[config.mk]
export PLATFORM = sky130hd
export DESIGN_NAME = conv_window_gen_flat
export DESIGN_NICKNAME = d
export VERILOG_FILES = /design/src/rtl/conv_window_gen_if.sv /design/src/rtl/conv_window_gen.sv /design/src/flat_wrapper.sv
export SDC_FILE = /design/constraint.sdc
export NUM_CORES = 1
export LEC_CHECK = 0
export CORE_ASPECT_RATIO = 1.5
export CORE_UTILIZATION = 38
export CTS_CLUSTER_SIZE = 30
export DETAILED_ROUTE_END_ITERATION = 6
export PLACE_DENSITY = 0.52
export REMOVE_ABC_BUFFERS = 1
export SLEW_MARGIN = 0
export SYNTH_ARGS = -nofsm -noshare
export SYNTH_HDL_FRONTEND = slang
export SYNTH_SLANG_ARGS = --single-unit
[constraint.sdc]
create_clock -name iCLK -period 9.9 [get_ports iCLK]
set_clock_uncertainty 0.1 [all_clocks]
set_input_delay 0.99 -clock iCLK [delete_from_list [all_inputs] [get_ports iCLK]]
set_output_delay 0.99 -clock iCLK [all_outputs]
set_load 0.02 [all_outputs]
[src/rtl/conv_window_gen_if.sv]
// Stream-in / window-out bundle for conv_window_gen.
// The slave modport is the window generator; the master is the pixel source and MAC-side sink.
interface conv_window_gen_if #(
    parameter int unsigned XS = 32,
    parameter int unsigned WS = 5,
    parameter int unsigned DW = 8
);
    localparam int unsigned AW = (XS > 1) ? $clog2(XS) : 1;

    logic                  iValid;
    logic [DW-1:0]         iData;
    logic                  oValid;
    logic [WS*WS*DW-1:0]   oWindow;
    logic [AW-1:0]         oRow;
    logic [AW-1:0]         oCol;
    logic                  oFrameDone;

    modport master (
        output iValid, iData,
        input  oValid, oWindow, oRow, oCol, oFrameDone
    );

    modport slave (
        input  iValid, iData,
        output oValid, oWindow, oRow, oCol, oFrameDone
    );
endinterface

[src/rtl/conv_window_gen.sv]
// Sliding WS x WS window generator over a raster XS x XS pixel stream.
// Keeps WS-1 line buffers and emits one registered window per legal stride position.
module conv_window_gen #(
    parameter int unsigned XS     = 32,
    parameter int unsigned WS     = 5,
    parameter int unsigned STRIDE = 1,
    parameter int unsigned DW     = 8
) (
    input logic              iCLK,
    input logic              iRSTn,
    conv_window_gen_if.slave bus
);
    localparam int unsigned AW = (XS > 1) ? $clog2(XS) : 1;
    localparam int unsigned PW = (STRIDE > 1) ? $clog2(STRIDE) : 1;
    localparam int unsigned WW = WS * WS * DW;

    logic [AW-1:0] col_q, col_d, row_q, row_d;
    logic [AW-1:0] ocol_q, ocol_d, orow_q, orow_d;
    logic [PW-1:0] cph_q, cph_d, rph_q, rph_d;
    logic [WW-1:0] win_q, win_d, out_win_q, out_win_d;
    logic [AW-1:0] out_row_q, out_row_d, out_col_q, out_col_d;
    logic          out_valid_q, out_valid_d, frame_done_q, frame_done_d;

    logic [DW-1:0] lb_mem [WS-1][XS];
    logic [DW-1:0] lb_rd  [WS-1];

    logic col_last, row_last, col_ok, row_ok, fire;

    always_comb begin
        for (int k = 0; k < int'(WS) - 1; k++) begin
            lb_rd[k] = lb_mem[k][col_q];
        end
    end

    // Read-before-write chain: each buffer passes its old pixel one line further down.
    always_ff @(posedge iCLK) begin
        if (bus.iValid) begin
            lb_mem[0][col_q] <= bus.iData;
            for (int k = 1; k < int'(WS) - 1; k++) begin
                lb_mem[k][col_q] <= lb_rd[k-1];
            end
        end
    end

    always_comb begin
        col_last = (col_q == AW'(XS - 1));
        row_last = (row_q == AW'(XS - 1));
        col_ok   = (col_q >= AW'(WS - 1)) && ((STRIDE == 1) || (cph_q == '0));
        row_ok   = (row_q >= AW'(WS - 1)) && ((STRIDE == 1) || (rph_q == '0));
        fire     = bus.iValid && col_ok && row_ok;

        col_d        = col_q;
        row_d        = row_q;
        cph_d        = cph_q;
        rph_d        = rph_q;
        ocol_d       = ocol_q;
        orow_d       = orow_q;
        win_d        = win_q;
        out_win_d    = out_win_q;
        out_row_d    = out_row_q;
        out_col_d    = out_col_q;
        out_valid_d  = fire;
        frame_done_d = bus.iValid && col_last && row_last;

        if (bus.iValid) begin
            // Column phase/index restart every line; they only advance once col reaches WS-1.
            if (col_last) begin
                col_d  = '0;
                cph_d  = '0;
                ocol_d = '0;
            end else begin
                col_d = col_q + 1'b1;
                if (col_q >= AW'(WS - 1)) begin
                    if (cph_q == PW'(STRIDE - 1)) begin
                        cph_d  = '0;
                        ocol_d = ocol_q + 1'b1;
                    end else begin
                        cph_d = cph_q + 1'b1;
                    end
                end
            end

            if (col_last) begin
                if (row_last) begin
                    row_d  = '0;
                    rph_d  = '0;
                    orow_d = '0;
                end else begin
                    row_d = row_q + 1'b1;
                    if (row_q >= AW'(WS - 1)) begin
                        if (rph_q == PW'(STRIDE - 1)) begin
                            rph_d  = '0;
                            orow_d = orow_q + 1'b1;
                        end else begin
                            rph_d = rph_q + 1'b1;
                        end
                    end
                end
            end

            for (int r = 0; r < int'(WS); r++) begin
                for (int c = 0; c < int'(WS) - 1; c++) begin
                    win_d[(r*WS+c)*DW +: DW] = win_q[(r*WS+c+1)*DW +: DW];
                end
                if (r == int'(WS) - 1) begin
                    win_d[(r*WS+WS-1)*DW +: DW] = bus.iData;
                end else begin
                    win_d[(r*WS+WS-1)*DW +: DW] = lb_rd[int'(WS)-2-r];
                end
            end
        end

        if (fire) begin
            out_win_d = win_d;
            out_row_d = orow_q;
            out_col_d = ocol_q;
        end
    end

    always_ff @(posedge iCLK or negedge iRSTn) begin
        if (!iRSTn) begin
            col_q        <= '0;
            row_q        <= '0;
            cph_q        <= '0;
            rph_q        <= '0;
            ocol_q       <= '0;
            orow_q       <= '0;
            win_q        <= '0;
            out_win_q    <= '0;
            out_row_q    <= '0;
            out_col_q    <= '0;
            out_valid_q  <= 1'b0;
            frame_done_q <= 1'b0;
        end else begin
            col_q        <= col_d;
            row_q        <= row_d;
            cph_q        <= cph_d;
            rph_q        <= rph_d;
            ocol_q       <= ocol_d;
            orow_q       <= orow_d;
            win_q        <= win_d;
            out_win_q    <= out_win_d;
            out_row_q    <= out_row_d;
            out_col_q    <= out_col_d;
            out_valid_q  <= out_valid_d;
            frame_done_q <= frame_done_d;
        end
    end

    assign bus.oValid     = out_valid_q;
    assign bus.oWindow    = out_win_q;
    assign bus.oRow       = out_row_q;
    assign bus.oCol       = out_col_q;
    assign bus.oFrameDone = frame_done_q;
endmodule

[src/flat_wrapper.sv]
// flat-port wrapper written by rule: the top's interface ports become plain ports
module conv_window_gen_flat 
#(
    parameter int unsigned XS     = 32,
    parameter int unsigned WS     = 5,
    parameter int unsigned STRIDE = 1,
    parameter int unsigned DW     = 8
)
  (iCLK, iRSTn, bus_iValid, bus_iData, bus_oValid, bus_oWindow, bus_oRow, bus_oCol, bus_oFrameDone);
  conv_window_gen_if #(.XS(XS), .WS(WS), .DW(DW)) bus_i ();
  input logic iCLK;
  input logic iRSTn;
  input wire logic [$bits(bus_i.iValid)-1:0] bus_iValid;
  input wire logic [$bits(bus_i.iData)-1:0] bus_iData;
  output wire logic [$bits(bus_i.oValid)-1:0] bus_oValid;
  output wire logic [$bits(bus_i.oWindow)-1:0] bus_oWindow;
  output wire logic [$bits(bus_i.oRow)-1:0] bus_oRow;
  output wire logic [$bits(bus_i.oCol)-1:0] bus_oCol;
  output wire logic [$bits(bus_i.oFrameDone)-1:0] bus_oFrameDone;
  assign bus_i.iValid = bus_iValid;
  assign bus_i.iData = bus_iData;
  assign bus_oValid = bus_i.oValid;
  assign bus_oWindow = bus_i.oWindow;
  assign bus_oRow = bus_i.oRow;
  assign bus_oCol = bus_i.oCol;
  assign bus_oFrameDone = bus_i.oFrameDone;
  conv_window_gen #(.XS(XS), .WS(WS), .STRIDE(STRIDE), .DW(DW)) u_core (.iCLK(iCLK), .iRSTn(iRSTn), .bus(bus_i));
endmodule
-- Yosys cells after proc, flatten, opt, wreduce, memory -nomap -nowiden
Memory sizes are Yosys's and may differ from the RTL's.
Cells that the tools add are included.
W data, S select, Z words.
- $add $sub $neg: 6
- magnitude comparators: 4
- eq/ne operators: 4
- multiplexer cells: 31
- bitwise operators: 1
- reductions and logical operators: 12
- operator list (cell ; count):
    $mux W256 ; 1
    $mux W200 ; 1
    $bmux W8 S5 ; 4
    $mux W8 ; 9
    $demux W8 S5 ; 1
    $mux W5 ; 8
    $add A5 B1 Y5 const B ; 4
    $eq A5 B5 Y1 const B ; 2
    $ge A5 B3 Y1 const B ; 2
    $mux W1 ; 7
    $ge A6 B6 Y1 const B ; 1
    $lt A6 B1 Y1 const B ; 1
    $not A5 Y6 ; 1
    $reduce_and A3 Y1 ; 2
    $logic_and A1 B1 Y1 ; 5
    $ne A2 B2 Y1 const B ; 2
    $reduce_and A2 Y1 ; 2
    $reduce_and A4 Y1 ; 1
    $reduce_bool A2 Y1 ; 2
    $add A1 B1 Y1 const B ; 2
- register bits: 434
- bits in writable memories: 1024
- input bits: 11
- output and inout bits: 212
- logic and storage cells: 71
- memories kept: 1
- memory list (name ; words ; width ; rd ports ; clocked after Yosys merged registers in ; write ports ; line ; RTL):
    u_core.lb_mem ; 4 ; 256 ; 4 ; 0 ; 4 ; conv_window_gen.sv:24 ; logic [DW-1:0] lb_mem [WS-1][XS];

-- Longest topological paths before layout
- depth in word-level cells: 6
- mapped depth: 12
- depth with buffers taken out: 8

-- Worst setup path before layout
Ideal clock, no wire load.
- path type: input port to flip-flop
- start: in bus_iValid
- end: mem u_core.lb_mem[0][32] (netlist bit), enable pin
- data arrival time: 3.312 ns
- required time: 9.379 ns
- setup slack: 6.067 ns
- stages: 5
- path buffers: 3
- cells stage by stage: clkbuf_1 -> buf_2 -> clkbuf_1 -> nand2_1 -> nor2_1
- RTL lines (element ; line ; RTL):
    start, declared ; flat_wrapper.sv:13 ; input wire logic [$bits(bus_i.iValid)-1:0] bus_iValid;
    end, declared ; conv_window_gen.sv:24 ;

==> impl_results.md <==
- Largest net degree at the start of global routing: 153
- Cell count after placement: 5142
- I/O pin cnt: 223
- Post-Synthesis Cells: 3113
- Post-route minimum period: 5.06 ns
- Most used DFF post-synth: edfxtp_1
- Sequential group share of total power: 44.8%
- Combinational power share: 28.8%
- Hold Path Class: in -> async
- Clk_lat worst skew: 0.78 ns
- Clock power frac: 26.3%
- Fin Setup TNS: 0 ns
- RSZ-0062 raised after global routing: false
- Htree depth: 4
- Synth Cell Area: 0.0555 mm2
- WS Path Type: reg -> reg
- CTS resizes: 0
- # DRC: 0
- Asr flop ratio synth: 29.7%
- Number of synthesized flops with an enable pin: 1024
- Sw Pwr: 6.68 mW
- Highest clock rate: 197 MHz
- Bufs on Longest Clock Path: 3
- Iter 0 DRT Violations: 2325
- Flops & latches, synth: 1456
- Post-CTS Setup Bufs: 0
- Drt first pass iters: 5
- Vias per std cell: 5.39
- Final Hold Viols: 0
- Grt ovf: 0
- I/O Buffers: 222
- Sequential fraction of the synthesis area: 74.9%
- Max Cap Viol: 0
- Total CTS buffers: 143
- Synth cell types: 50
- Syn avg cell area: 17.8 um2
- Power per Cell Area: 322 mW/mm2
- P&R area growth vs syn: 16.9%
- Worst Path Required: 10.05 ns
- Critical Path Sink Type: register
- Core area: 0.145 mm2
- Count of pins over their slew limit: 0
- Crit-path max FO: 116
- Drt wl/cell: 26.9 um
- Ys Warns: 0
- Switching Share: 31.9%
- CTS tree: built
- RD Place Congestion: 0.747
- GRT Total Usage: 19.6%
- Final period utilization: 51.1%
- Die X: 314 um
- Post-route ant nets: 0
- Final setup fails: 0
- Rel. slew slack: 16.0%
- Post-CTS Hold Fix Bufs: 0
- Initial Util: 38.3%
- Internal power: 14.2 mW
- Dpl hpwl: 76400 um
- DR vias: 29100
- Leakage: 23.1 nW
- Status: complete, no violations
- Die Ht: 470 um
- Layout cell share with drive strength beyond 1: 21.0%
- Root Buffer: clkbuf_16
- CTS clock-pin slew for the worst setup and hold paths: 0.06 ns
- Final std cells w/o fill: 5410
- Initial antenna violation count: 2
- Die area: 0.148 mm2
- Pre-CTS WS: 4.69 ns
- Startpoint Class: register
- Vias in the first global route: 29700
- Post-Route WL: 145000 um
- Site Rows: 171
- Clock Sinks: 1456
- Setup slack after layout: 4.84 ns
- Tightest Pin Transition: 1.25 ns
- First-pass GRT wire length: 209000 um
- Layout Nets: 3406
- Worst EP arrival: 5.21 ns
- VDD IR max: 0.000202 V
## per-stage QoR
| step | cell area, um2 | utilization, % | hold slack [ns] | total power [mW] |
|---|---|---|---|---|
| after floorplan | 54500 | - | 0.346 | 13.9 |
| after global placement | 60100 | 41.5 | 0.359 | 15.3 |
| after detailed placement | 60100 | 41.5 | 0.364 | 15.6 |
| after CTS | 64800 | 44.8 | 0.116 | 21.1 |
| after global routing | 64800 | 44.8 | 0.151 | 21.8 |
| final | 64800 | 44.8 | 0.0970 | 20.9 |
## synth_stat cells, types with 22 or more instances
cell	count	area, um2
mux2_2	348	3920
clkbuf_1	41	154
o21ai_0	22	110
edfxtp_1	1024	30700
a31oi_1	51	319
nor4_1	57	357
mux2i_1	475	4750
nor2_1	89	334
o22ai_1	205	1280
nand2_1	76	285
dfrtp_1	432	10800
buf_2	108	541
## cell usage in the layout, fill, tap and decap left out, types with 13 or more instances in the layout
master / instances
o21ai_0: 22
edfxtp_1: 1024
o22ai_2: 20
o22ai_1: 205
mux2_2: 348
clkinv_2: 29
clkbuf_1: 28
a31oi_1: 51
a22oi_1: 16
nor4_1: 55
nor2_4: 32
nand2_1: 76
mux2i_1: 475
nor2_1: 57
mux4_2: 19
nand3_1: 13
buf_4: 74
clkbuf_16: 149
dfrtp_1: 430
clkdlybuf4s50_1: 220
clkinv_1: 19
## logic make-up after synthesis
logic type / count (synthesis) / share of synthesized area (%)
flip-flops: 1456 / 74.9
AND/OR/NAND/NOR: 287 / 2.60
adder cells (fa/ha/maj): 11 / 0.248
AO/OA/AOI/OAI: 336 / 4.04
multiplexers: 842 / 16.4
buffers and inverters: 181 / 1.78
## critical path, stage by stage, from the launching register on
cell	delay [ns]
dfrtp_4	0.86
buf_12	0.64
buf_4	0.86
mux2i_1	0.29
o22ai_1	0.10
nor4_1	0.61
nand2_1	0.80
## worst paths after layout
| path | startpoint | end | slack [ns] | cells after the start |
|---|---|---|---|---|
| setup / recovery | u_core.col_q[1] | u_core.lb_mem[1][28] | 4.84 | 6 |
| hold / removal | iRSTn | u_core.win_q[51] | 0.1 | 1 |
| setup reg to reg | u_core.col_q[1] | u_core.lb_mem[1][28] | 4.84 | 6 |
| hold reg to reg | u_core.win_q[34] | u_core.win_q[34] | 0.37 | 1 |
| max in group asynchronous | iRSTn | u_core.bus.oWindow[122] | 7.49 | 3 |
| min in group iCLK | u_core.win_q[34] | u_core.win_q[34] | 0.37 | 1 |
## final cells by class
class / count / area (um2)
fillers: 12400 / 80000
flip-flops and latches: 1456 / 41600
multi-input cells: 1476 / 13200
clock buffers: 189 / 3990
repair buffers: 301 / 2890
well taps: 1903 / 2380
clock inverters: 78 / 763
inverters: 6 / 30.0
diodes: 1 / 2.50
## routing by layer
metal / share of wire [%] / GRT usage [%] / vias up / routed length, um
li1: - / - / 12700 / -
met1: 42 / 25.2 / 15400 / 60700
met2: 51 / 34.0 / 801 / 74300
met3: 4.6 / 3.18 / 216 / 6750
met4: 2.5 / 5.71 / 0 / 3700
met5: 0 / 0 / - / 0
## flip-flops by register name (all words and copies together), names as in the netlist
register               flops
u_core.bus.oWindow       200
u_core.orow_q              5
u_core.ocol_q              5
u_core.bus.oFrameDone      1
u_core.lb_mem           1024
u_core.bus.oCol            5
u_core.bus.oValid          1
u_core.win_q             200
u_core.col_q               5
u_core.row_q               5
u_core.bus.oRow            5
## power groups by stage
stage / Clock, mW / Sequential (mW) / Combinational [mW]
finish: 5.50 / 9.37 / 6.03
global route: 5.87 / 9.51 / 6.43
CTS: 5.65 / 9.39 / 6.08
detailed placement: 0 / 9.51 / 6.07
global placement: 0 / 9.44 / 5.89
floorplan: 0 / 10.1 / 3.89
Power figures use the tool's default switching activity.
